===== src/rtl/mem_port_arbiter_pkg.sv =====
// mem_arb_pkg: state encoding, port ids and latency-counter sizing for the memory port arbiter
package mem_arb_pkg;
    typedef enum logic [3:0] {
        IDLE   = 4'b0001,
        ACCESS = 4'b0010,
        WAIT   = 4'b0100,
        RESP   = 4'b1000
    } state_t;
    localparam logic PORT_FETCH = 1'b0;
    localparam logic PORT_DATA  = 1'b1;
    // Wide enough to hold READ_LAT-1, never narrower than one bit
    function automatic int cnt_width(input int lat);
        return lat < 2 ? 1 : $clog2(lat);
    endfunction
endpackage


===== src/rtl/rr_arbiter2.sv =====
// rr_arbiter2: two-way round-robin pick; on contention the port that did not win last time goes
module rr_arbiter2 (
    input  logic [1:0] req,
    input  logic       last_owner,
    output logic       winner,
    output logic       any
);
    always_comb begin
        any = |req;
        winner = &req ? ~last_owner : req[1];
    end
endmodule


===== src/rtl/mem_port_arbiter.sv =====
// mem_port_arbiter: round-robin sharing of one fixed-latency memory port between fetch (0) and data (1)
module mem_port_arbiter
    import mem_arb_pkg::*;
#(
    parameter int ADDR_WIDTH = 32,
    parameter int DATA_WIDTH = 32,
    parameter int READ_LAT   = 2
) (
    input  logic                  clk,
    input  logic                  reset,
    input  logic                  p0_req,
    input  logic                  p0_we,
    input  logic [ADDR_WIDTH-1:0] p0_addr,
    input  logic [DATA_WIDTH-1:0] p0_wdata,
    output logic                  p0_gnt,
    output logic                  p0_done,
    output logic [DATA_WIDTH-1:0] p0_rdata,
    input  logic                  p1_req,
    input  logic                  p1_we,
    input  logic [ADDR_WIDTH-1:0] p1_addr,
    input  logic [DATA_WIDTH-1:0] p1_wdata,
    output logic                  p1_gnt,
    output logic                  p1_done,
    output logic [DATA_WIDTH-1:0] p1_rdata,
    output logic [ADDR_WIDTH-1:0] mem_addr,
    output logic [DATA_WIDTH-1:0] mem_wdata,
    output logic                  mem_rd,
    output logic                  mem_wr,
    input  logic [DATA_WIDTH-1:0] mem_rdata,
    output logic                  busy
);
    localparam int CW = cnt_width(READ_LAT);

    state_t                state;
    logic                  owner, owner_we, last_owner, winner, any;
    logic                  arb, win_we, capture, to_resp;
    logic [CW-1:0]         cnt;
    logic [ADDR_WIDTH-1:0] win_addr;
    logic [DATA_WIDTH-1:0] win_wdata;

    rr_arbiter2 u_rr (
        .req       ({p1_req, p0_req}),
        .last_owner(last_owner),
        .winner    (winner),
        .any       (any)
    );

    always_comb begin
        arb = (state == IDLE) || (state == RESP);
        win_we = winner == PORT_DATA ? p1_we : p0_we;
        win_addr = winner == PORT_DATA ? p1_addr : p0_addr;
        win_wdata = winner == PORT_DATA ? p1_wdata : p0_wdata;
        capture = (state == WAIT) && (cnt == '0);
        to_resp = capture || ((state == ACCESS) && owner_we);
    end

    // Every output is a register; the RESP cycle both signals done and starts the next grant
    always_ff @(posedge clk) begin
        if (reset) begin
            state <= IDLE;
            owner <= PORT_FETCH;
            owner_we <= 1'b0;
            last_owner <= PORT_DATA;
            cnt <= '0;
            mem_addr <= '0;
            mem_wdata <= '0;
            mem_rd <= 1'b0;
            mem_wr <= 1'b0;
            p0_gnt <= 1'b0;
            p1_gnt <= 1'b0;
            p0_done <= 1'b0;
            p1_done <= 1'b0;
            p0_rdata <= '0;
            p1_rdata <= '0;
            busy <= 1'b0;
        end else begin
            mem_rd <= 1'b0;
            mem_wr <= 1'b0;
            p0_gnt <= 1'b0;
            p1_gnt <= 1'b0;
            p0_done <= to_resp && owner == PORT_FETCH;
            p1_done <= to_resp && owner == PORT_DATA;
            busy <= 1'b1;
            if (capture && owner == PORT_FETCH) p0_rdata <= mem_rdata;
            if (capture && owner == PORT_DATA) p1_rdata <= mem_rdata;
            if (arb) begin
                if (any) begin
                    state <= ACCESS;
                    owner <= winner;
                    last_owner <= winner;
                    owner_we <= win_we;
                    mem_addr <= win_addr;
                    mem_wdata <= win_wdata;
                    mem_rd <= !win_we;
                    mem_wr <= win_we;
                    p0_gnt <= winner == PORT_FETCH;
                    p1_gnt <= winner == PORT_DATA;
                end else begin
                    state <= IDLE;
                    busy <= 1'b0;
                end
            end else if (state == ACCESS) begin
                state <= owner_we ? RESP : WAIT;
                cnt <= CW'(READ_LAT - 1);
            end else begin
                state <= capture ? RESP : WAIT;
                cnt <= cnt - 1'b1;
            end
        end
    end
endmodule


===== config.mk =====
export PLATFORM = sky130hd
export DESIGN_NAME = mem_port_arbiter
export DESIGN_NICKNAME = d
export VERILOG_FILES = /design/src/rtl/mem_port_arbiter_pkg.sv /design/src/rtl/rr_arbiter2.sv /design/src/rtl/mem_port_arbiter.sv
export SDC_FILE = /design/constraint.sdc
export NUM_CORES = 1
export LEC_CHECK = 0
export ABC_AREA = 1
export BUFFER_PORTS_ARGS = -buffer_cell sky130_fd_sc_hd__buf_2
export CAP_MARGIN = 40
export CORE_AREA = 2 2 116 118
export DETAILED_ROUTE_END_ITERATION = 10
export DIE_AREA = 0 0 118 120
export GPL_TIMING_DRIVEN = 0
export PLACE_DENSITY_LB_ADDON = 0.15
export SLEW_MARGIN = 30
export SYNTH_ARGS = -nofsm -noshare
export SYNTH_HDL_FRONTEND = slang
export SYNTH_HIERARCHICAL = 1
export SYNTH_SLANG_ARGS = --single-unit

===== constraint.sdc =====
create_clock -name clk -period 3.6 [get_ports clk]
set_input_delay 1.08 -clock clk [delete_from_list [all_inputs] [get_ports clk]]
set_output_delay 1.08 -clock clk [all_outputs]
set_load 0.02 [all_outputs]

==> results of run 1 <==
flip-flops by register name, indices dropped and copies added (netlist names), 4 cells and up:
| register | cells |
|---|---|
| mem_addr | 32 |
| mem_wdata | 32 |
| p0_rdata | 32 |
| p1_rdata | 32 |
| state | 4 |
worst min-delay path, delay by kind of cell (launching register included):
family / cells / cell delay, ps
flip-flops: 1 / 310
AND/OR/NAND/NOR: 2 / 120
cells by family (layout without fill, tap and decap cells):
logic type / Yosys count / count (layout) / synth area share
compound gates: 4 / 4 / 0.00308
buf+inv: 196 / 528 / 0.121
flops: 143 / 143 / 0.440
simple gates: 743 / 743 / 0.436
per-stage QoR:
stage	worst slack [ps]	util	hold slack, ps
2_1_floorplan	1510	-	447
3_3_place_gp	889	0.633	462
3_5_place_dp	928	0.633	463
4_1_cts	1360	0.676	478
5_1_grt	1210	0.676	536
6_report	1310	0.676	477
synthesized netlist by cell type, types with 3 or more instances:
master / count / area [sq um]
buf_4: 3 / 22.5
clkbuf_1: 22 / 82.6
nand3_1: 6 / 30.0
buf_1: 5 / 18.8
nor2_2: 3 / 18.8
dfxtp_1: 143 / 2860
inv_1: 139 / 522
nand2_1: 463 / 1740
nor2_1: 266 / 998
inv_2: 3 / 11.3
buf_2: 23 / 115
nand4_2: 3 / 37.5
o21ai_0: 3 / 15.0
power breakdown:
group	total, mW	switching, mW	internal (mW)
registers	1.78	0.0640	1.72
logic	0.919	0.598	0.322
clock network	1.63	0.680	0.952
total	4.33	1.34	2.99
layer usage:
layer | wire length [microns] | track usage | share of wire | vias up
met1 | 7810 | 0.310 | 0.43 | 3037
met5 | 0 | 0 | 0 | -
met4 | 472 | 0.113 | 0.026 | 0
met3 | 1250 | 0.0708 | 0.069 | 30
li1 | - | - | - | 3748
met2 | 8690 | 0.457 | 0.48 | 222
cell type report:
cell class	instances	area, sq um	share of cell area
buffer	54	250	0.0285
clock inverter	12	113	0.0128
multi-input combinational	747	2850	0.325
tap	176	220	0.0251
timing repair buffer	300	1500	0.171
sequential	143	2860	0.326
inverter	142	533	0.0608
clock buffer	20	437	0.0498
path summary, 6_finish.rpt:
kind | start | endpoint
min reg2reg | owner_we$_SDFFE_PP0P_ | owner_we$_SDFFE_PP0P_
min | owner_we$_SDFFE_PP0P_ | owner_we$_SDFFE_PP0P_
max | p1_req | mem_wdata[26]$_SDFFE_PP0P_
max reg2reg | last_owner$_SDFFE_PP1P_ | mem_wdata[26]$_SDFFE_PP0P_
==> results.tsv, run 1 <==
metric	value	unit
status	complete, no violations	
synth_area_per_cell	5.99	sq um
hold_path.class	flop to flop	
final_cell_mix	nand2_1 (463), buf_2 (323), nor2_1 (266), dfxtp_1 (143), inv_1 (139)	
finalNonFillerCells	1594	
vias_per_cell	4.41	
final_area	0.00877	sq mm
fin_crit	2290	ps
drive_above_1_share	0.257	
yosysWarnings	6	
maxCapViolCount	0	
nets	1571	
worst-path-max-fanout	10	
fillCellCount	1262	
final_common_cell	nand2_1	
timing_hold_violations_final	0	
rsz0062_at_grt	false	
path_clk_slew	60	ps
fmax	437	MHz
firstDrtPassIters	4	
initial_core_util	0.501	
grt_first_pass_wirelength	30500	microns
cts_made_buffers	17	
htreeDepth	4	
synth_ff_type	dfxtp_1	
ys_types	17	
worstPathBufferInverterCount	4	
slew_headroom	0.664	
post_cts_buffers	0	
slew_viol_final	0	
finalPower	4.33	mW
max_slew.worst_pin.slew	505	ps
pin_count	301	
reg2reg_depth	7	
p_leak	5.45	nW
syn_nets	1252	
async_reset_ff_frac	0	
cpLargestDelayFamily	buffers and inverters	
cts_resized	0	
hpwlAfterDp	13700	microns
gp_congestion	0.872	
setup_viol	0	
start_kind	primary input	
synth-edff-count	0	
min_period_over_period	0.635	
cp_cell_sequence	buf_2, inv_1, a21oi_1, buf_2, clkbuf_1, nand2_1, nand2_1, nor2_1, nor2_1	
routed_wl	18200	microns
critPathKind	primary input to flop	
cts_buffer_depth	2	
area_delta_synth_final	34.9	%
fin_tns_setup	0	ps
track_usage	0.265	
cts.sinks	143	
crit_path_max_incr_delay	390	ps
fin_skew	6.42	ps
n_antenna_cell	0	
powerDensity	494	mW/mm^2
hold_buffers	0	
synth_seq_cells	143	
ys_seq_area_frac	0.440	
drc_errors	0	
cpMaxStageDelayCell	a21oi_1	
synthCells	1086	
endpoint_kind	flop	
r2r_slack	1760	ps
io_buffer_count	300	
avgRoutedWirePerCell	11.4	microns
arrival	2630	ps
drt_iter0_drc	351	
cp.required	3940	ps
grt_max_degree	17	
worstSetupPathDepth	9	
std_cell_rows	42	
dieArea	0.0142	sq mm
core	0.0130	sq mm
first_global_vias	6746	
num_vias	7037	
antenna_found_initial	0	
root_buffer	clkbuf_16	
whs_path_depth	2	
grt_overflow	0	
tritoncts	done	
dpl-instance-area	0.00822	sq mm
antenna_left	0	
die_h	120	microns
post-place-cells	1562	
synth_area	0.00650	sq mm
die_x	118	microns
ir_worst_vdd	302	uV
clock_latency	420	ps
Note: power is estimated with default switching activity, not from simulation.
==> run 2, diff against run 1 <==
--- a/config.mk
+++ b/config.mk
@@ -5,12 +5,11 @@
 export SDC_FILE = /design/constraint.sdc
 export NUM_CORES = 1
 export LEC_CHECK = 0
-export ABC_AREA = 1
+export ABC_AREA = 0
 export BUFFER_PORTS_ARGS = -buffer_cell sky130_fd_sc_hd__buf_2
 export CAP_MARGIN = 40
-export CORE_AREA = 2 2 116 118
+export CORE_UTILIZATION = 46
 export DETAILED_ROUTE_END_ITERATION = 10
-export DIE_AREA = 0 0 118 120
 export GPL_TIMING_DRIVEN = 0
 export PLACE_DENSITY_LB_ADDON = 0.15
 export SLEW_MARGIN = 30
==> constraint.sdc (replaced) <==
create_clock -name clk -period 2.4 [get_ports clk]
set_input_delay 0.72 -clock clk [delete_from_list [all_inputs] [get_ports clk]]
set_output_delay 0.72 -clock clk [all_outputs]
set_load 0.02 [all_outputs]
==> results.tsv, run 2 <==
metric	value	unit	change
synth_ff_type	dfxtp_1		
grt_first_pass_wirelength	29600	microns	-3.1%
root_buffer	clkbuf_16		
core	0.0128	sq mm	-1.2%
pin_count	301		unchanged
tritoncts	done		
antenna_found_initial	3		+3
cp.required	2710	ps	-1230 ps
start_kind	primary input		
final_cell_mix	buf_2 (312), dfxtp_1 (143), mux2i_1 (131), nand2b_1 (98), a211oi_1 (67)		
gr-usage-met2	0.475		+0.0171
grt_busiest_layer	met2		
drive_above_1_share	0.374		+0.117
synth_seq_cells	143		unchanged
io_buffer_count	299		-0.33%
yosysWarnings	6		unchanged
synthCells	599		-45%
hold_buffers	0		unchanged
rsz0062_at_grt	false		
cts_resized	0		unchanged
antenna_left	0		unchanged
slew_viol_final	0		unchanged
dieArea	0.0139	sq mm	-2.0%
synth_top_area_cell	dfxtp_1		
final_area	0.00847	sq mm	-3.4%
ys_seq_area_frac	0.464		+0.0235
synth.most_common_cell	dfxtp_1		
final_common_cell	buf_2		
status	complete, no violations		
grt_max_degree	17		unchanged
fin_skew	12.3	ps	+5.84 ps
timing_hold_violations_final	0		unchanged
grtUsageMet3	0.0698		-0.00105
syn_nets	765		-39%
initial_core_util	0.481		-0.0196
worst-path-max-fanout	10		unchanged
die_x	118	microns	-0.15%
clock_latency	410	ps	about the same
ir_worst_vdd	645	uV	+110%
hold_path.class	flop to flop		
maxCapViolCount	0		unchanged
drc_errors	0		unchanged
area_delta_synth_final	37.3	%	
yosys-top-cells-area	dfxtp_1 (46%), mux2i_1 (21%), nand2b_1 (9.9%), a211oi_1 (8.2%), a31oi_1 (6.6%)		
std_cell_rows	41		-2.4%
first_global_vias	6093		-9.7%
routed_wl	18700	microns	+2.4%
synth-edff-count	0		unchanged
endpoint_kind	flop		
synth_top_area_share	0.464		+0.0235
post_cts_buffers	0		unchanged
cts_buffer_depth	2		unchanged
async_reset_ff_frac	0		unchanged
critPathKind	primary input to flop		
avgRoutedWirePerCell	16.9	microns	+48%
powerDensity	792	mW/mm^2	+60%
track_usage	0.264		-0.000670
grt_overflow	0		unchanged
dpl-instance-area	0.00788	sq mm	-4.1%
die_h	118	microns	-1.8%
arrival	2540	ps	-90 ps
synth_area	0.00617	sq mm	-5.1%
fin_crit	2220	ps	
drt_iter0_drc	305		-13%
hpwlAfterDp	14000	microns	+2.4%
vias_per_cell	5.37		+22%
synth_area_per_cell	10.3	sq um	+72%
firstDrtPassIters	4		unchanged
fillCellCount	1068		-15%
synthTopCellsByCount	dfxtp_1 (143), mux2i_1 (131), nand2b_1 (98), a211oi_1 (67), a31oi_1 (65)		
path_clk_slew	60	ps	about the same
num_vias	5924		-16%
p_leak	3.96	nW	-27%
setup_viol	0		unchanged
ys_types	30		+13
min_period_over_period	0.927		
htreeDepth	4		unchanged
nets	1083		-31%
max_slew.worst_pin.slew	737	ps	+233 ps
gp_congestion	0.814		-6.6%
use_met1	0.293		-0.0177
slew_headroom	0.507		-0.157
cts.sinks	143		unchanged
fmax	450	MHz	
cts_made_buffers	17		unchanged
fin_tns_setup	0	ps	unchanged
[run 2: cell types whose count changed after synthesis, sizes merged, moves of 12 or more]
cell and delta:
mux2i +131, nor2 -264, buf -12, inv -140
a31oi +65, nand2 -462, clkbuf +20, a211oi +67
nand2b +98
[run 2: cells by family after synthesis]
logic type,after synthesis,share of synthesized area
and+or+nand+nor,122,0.123
muxes,131,0.212
AOI/OAI and AO/OA,138,0.155
xor gates and xnor gates,1,0.00142
DFF,143,0.464
buffers and inverters,64,0.0440
[run 2: worst paths after layout]
kind / startpoint / to / slack (ps) / depth (start not counted)
worst min register to register: p1_rdata[9]$_SDFFE_PP0P_ / p1_rdata[9]$_SDFFE_PP0P_ / 470 / 2
worst max-delay path: p1_req / mem_addr[26]$_SDFFE_PP0P_ / 180 / 7
worst max register to register: last_owner$_SDFFE_PP1P_ / mem_addr[26]$_SDFFE_PP0P_ / 260 / 6
worst min-delay path: p1_rdata[9]$_SDFFE_PP0P_ / p1_rdata[9]$_SDFFE_PP0P_ / 470 / 2
[run 2: cell type report]
cell class	instances	area (sq um)	area share
antenna	2	5.00	0.000591
buffer	62	264	0.0312
clock buffer	20	447	0.0527
clock inverter	12	138	0.0162
inverter	2	7.51	0.000886
multi-input combinational	392	3040	0.359
sequential	143	2860	0.338
tap	172	215	0.0254
timing repair buffer	299	1500	0.177
[run 2: report_power, final]
part	switching (mW)	internal, mW
sequential	0.123	2.58
clock	1.02	1.56
combinational	0.855	0.570
[run 2: stage by stage]
stage	hold WS [ps]	util	cells	power (mW)	setup WS, ps
after global placement	455	0.615	1070	4.12	-221
after detailed placement	463	0.615	1070	4.16	-264
final	473	0.661	1104	6.71	176
after floorplan	444	-	599	3.64	274
after global routing	489	0.661	1104	6.99	38.1
after CTS	474	0.660	1102	6.75	163
[run 2: per-layer routing]
metal	up-vias	wire length [microns]
met5	-	13
li1	2840	-
met1	2797	7370
met2	244	9530
met4	2	556
met3	41	1190
[run 2: critical path, stage by stage]
cell	delay, ps
buf_2	80
a21boi_1	140
clkbuf_1	210
buf_2	360
buf_1	550
mux2i_1	190
a211oi_1	270
==> run 3, diff against run 2 <==
--- a/config.mk
+++ b/config.mk
@@ -8,6 +8,7 @@
 export ABC_AREA = 0
 export BUFFER_PORTS_ARGS = -buffer_cell sky130_fd_sc_hd__buf_2
 export CAP_MARGIN = 40
+export CORE_MARGIN = 2
 export CORE_UTILIZATION = 46
 export DETAILED_ROUTE_END_ITERATION = 10
 export GPL_TIMING_DRIVEN = 0
==> results.tsv, run 3 (synthesis results as in run 2) <==
metric	value	unit	change
num_vias	5878		-0.78%
die_h	120	microns	+1.7%
reg2reg_from	state[0]$_SDFF_PP1_		
rsz0062_at_grt	false		
tritoncts	done		
critPathKind	flop to flop		
antenna_left	0		unchanged
first_global_vias	5977		-1.9%
avgRoutedWirePerCell	17.1	microns	+1.3%
fin_tns_setup	0	ps	unchanged
root_buffer	clkbuf_16		
reg2reg_to	mem_addr[29]$_SDFFE_PP0P_		
drive_above_1_share	0.374		-0.000674
initial_core_util	0.468		-0.0133
ir_worst_vdd	473	uV	-27%
path_clk_slew	60	ps	about the same
std_cell_rows	42		+2.4%
dieArea	0.0144	sq mm	+3.4%
drc_errors	0		unchanged
arrival	2400	ps	-140 ps
grt_max_degree	17		unchanged
cts.sinks	143		unchanged
pin_count	301		unchanged
post_cts_buffers	0		unchanged
core	0.0132	sq mm	+2.8%
grt_overflow	0		unchanged
crit_end	mem_addr[29]$_SDFFE_PP0P_		
reg2reg_depth	5		-1
hold_path.class	flop to flop		
r2r_slack	270	ps	about the same
startpoint	state[0]$_SDFF_PP1_		
endpoint_kind	flop		
final_common_cell	buf_2		
cts_buffer_depth	2		unchanged
p_leak	3.99	nW	+0.69%
finalNonFillerCells	1107		+0.27%
start_kind	flop		
gp_congestion	0.809		-0.65%
worst-path-max-fanout	10		unchanged
setup_viol	0		unchanged
status	complete, no violations		
final_cell_mix	buf_2 (312), dfxtp_1 (143), mux2i_1 (131), nand2b_1 (98), a211oi_1 (67)		
firstDrtPassIters	5		+1
clock_latency	410	ps	about the same
grt_busiest_layer	met2		
track_usage	0.260		-0.00469
cp.required	2670	ps	-40 ps
grtUsageMet3	0.0751		+0.00533
grt_first_pass_wirelength	29600	microns	about the same
area_delta_synth_final	37.4	%	about the same
slew_headroom	0.494		-0.0131
antenna_found_initial	2		-1
hpwlAfterDp	14300	microns	+2.1%
min_period_over_period	0.887		-0.0397
die_x	120	microns	+1.7%
nets	1083		unchanged
vias_per_cell	5.31		-1.0%
use_met1	0.291		-0.00135
cts_made_buffers	17		unchanged
gr-usage-met2	0.467		-0.00749
io_buffer_count	299		unchanged
drt_iter0_drc	246		-19%
timing_hold_violations_final	0		unchanged
htreeDepth	4		unchanged
maxCapViolCount	0		unchanged
routed_wl	18900	microns	+1.6%
fmax	470	MHz	+4.5%
slew_viol_final	0		unchanged
max_slew.worst_pin.slew	757	ps	+19.6 ps
powerDensity	794	mW/mm^2	+0.22%
fin_crit	2130	ps	-95.3 ps
fin_skew	5.18	ps	-7.08 ps
post-place-cells	1074		+0.37%
-- run 3: power by group --
part           switching, mW  total [mW]  internal, mW  leakage [nW]
logic                  0.864        1.43         0.570          2.53
registers              0.122        2.70          2.58          1.17
clock network          0.941        2.60          1.66         0.293
-- run 3: repair_timing --
action                     in CTS  in global routing
gates resized for setup         0                  2
setup endpoints to repair       0                  7
hold buffers                    0                  0
hold endpoints to repair        0                  0
-- run 3: worst min path at each step --
stage / end / start / depth (start not counted) / slack, ps
finish: p1_rdata[21]$_SDFFE_PP0P_ / p1_rdata[21]$_SDFFE_PP0P_ / 2 / 470
global placement: p1_rdata[17]$_SDFFE_PP0P_ / p1_rdata[17]$_SDFFE_PP0P_ / 2 / 460
CTS: p1_rdata[21]$_SDFFE_PP0P_ / p1_rdata[21]$_SDFFE_PP0P_ / 2 / 480
global route: p0_rdata[11]$_SDFFE_PP0P_ / p0_rdata[11]$_SDFFE_PP0P_ / 2 / 490
floorplan: p0_done$_SDFF_PP0_ / owner$_SDFFE_PP0P_ / 1 / 440
detailed placement: p1_rdata[5]$_SDFFE_PP0P_ / p1_rdata[5]$_SDFFE_PP0P_ / 2 / 470
-- run 3: cell type report --
class | instances | area [sq um]
inverter | 2 | 7.51
buffer | 62 | 265
timing repair buffer | 299 | 1500
sequential | 143 | 2860
clock buffer | 25 | 505
fill | 1135 | 4710
clock inverter | 6 | 80.1
antenna | 2 | 5.00
multi-input combinational | 392 | 3040
tap | 176 | 220
-- run 3: metal layers --
metal  wire length, microns  share of wire
met5                      0              0
met4                    369          0.019
met3                   1350          0.071
met2                   9650           0.51
met1                   7580           0.40
-- run 3: worst max-delay path, cell delays in order, from the launching register on --
cell	delay (ps)
dfxtp_1	440
xor2_1	640
and3_1	270
buf_2	240
buf_2	280
a211oi_1	110
-- run 3: metrics by stage --
stage           util  setup slack, ps  cell area (sq um)  hold slack, ps  total power, mW
2_1_floorplan      -              274               6170             444             3.64
3_3_place_gp   0.598             -224               7890             456             4.13
3_5_place_dp   0.598             -289               7890             467             4.17
4_1_cts        0.642              138               8470             475             6.77
5_1_grt        0.643             79.8               8480             489             7.01
6_report       0.643              271               8480             470             6.73
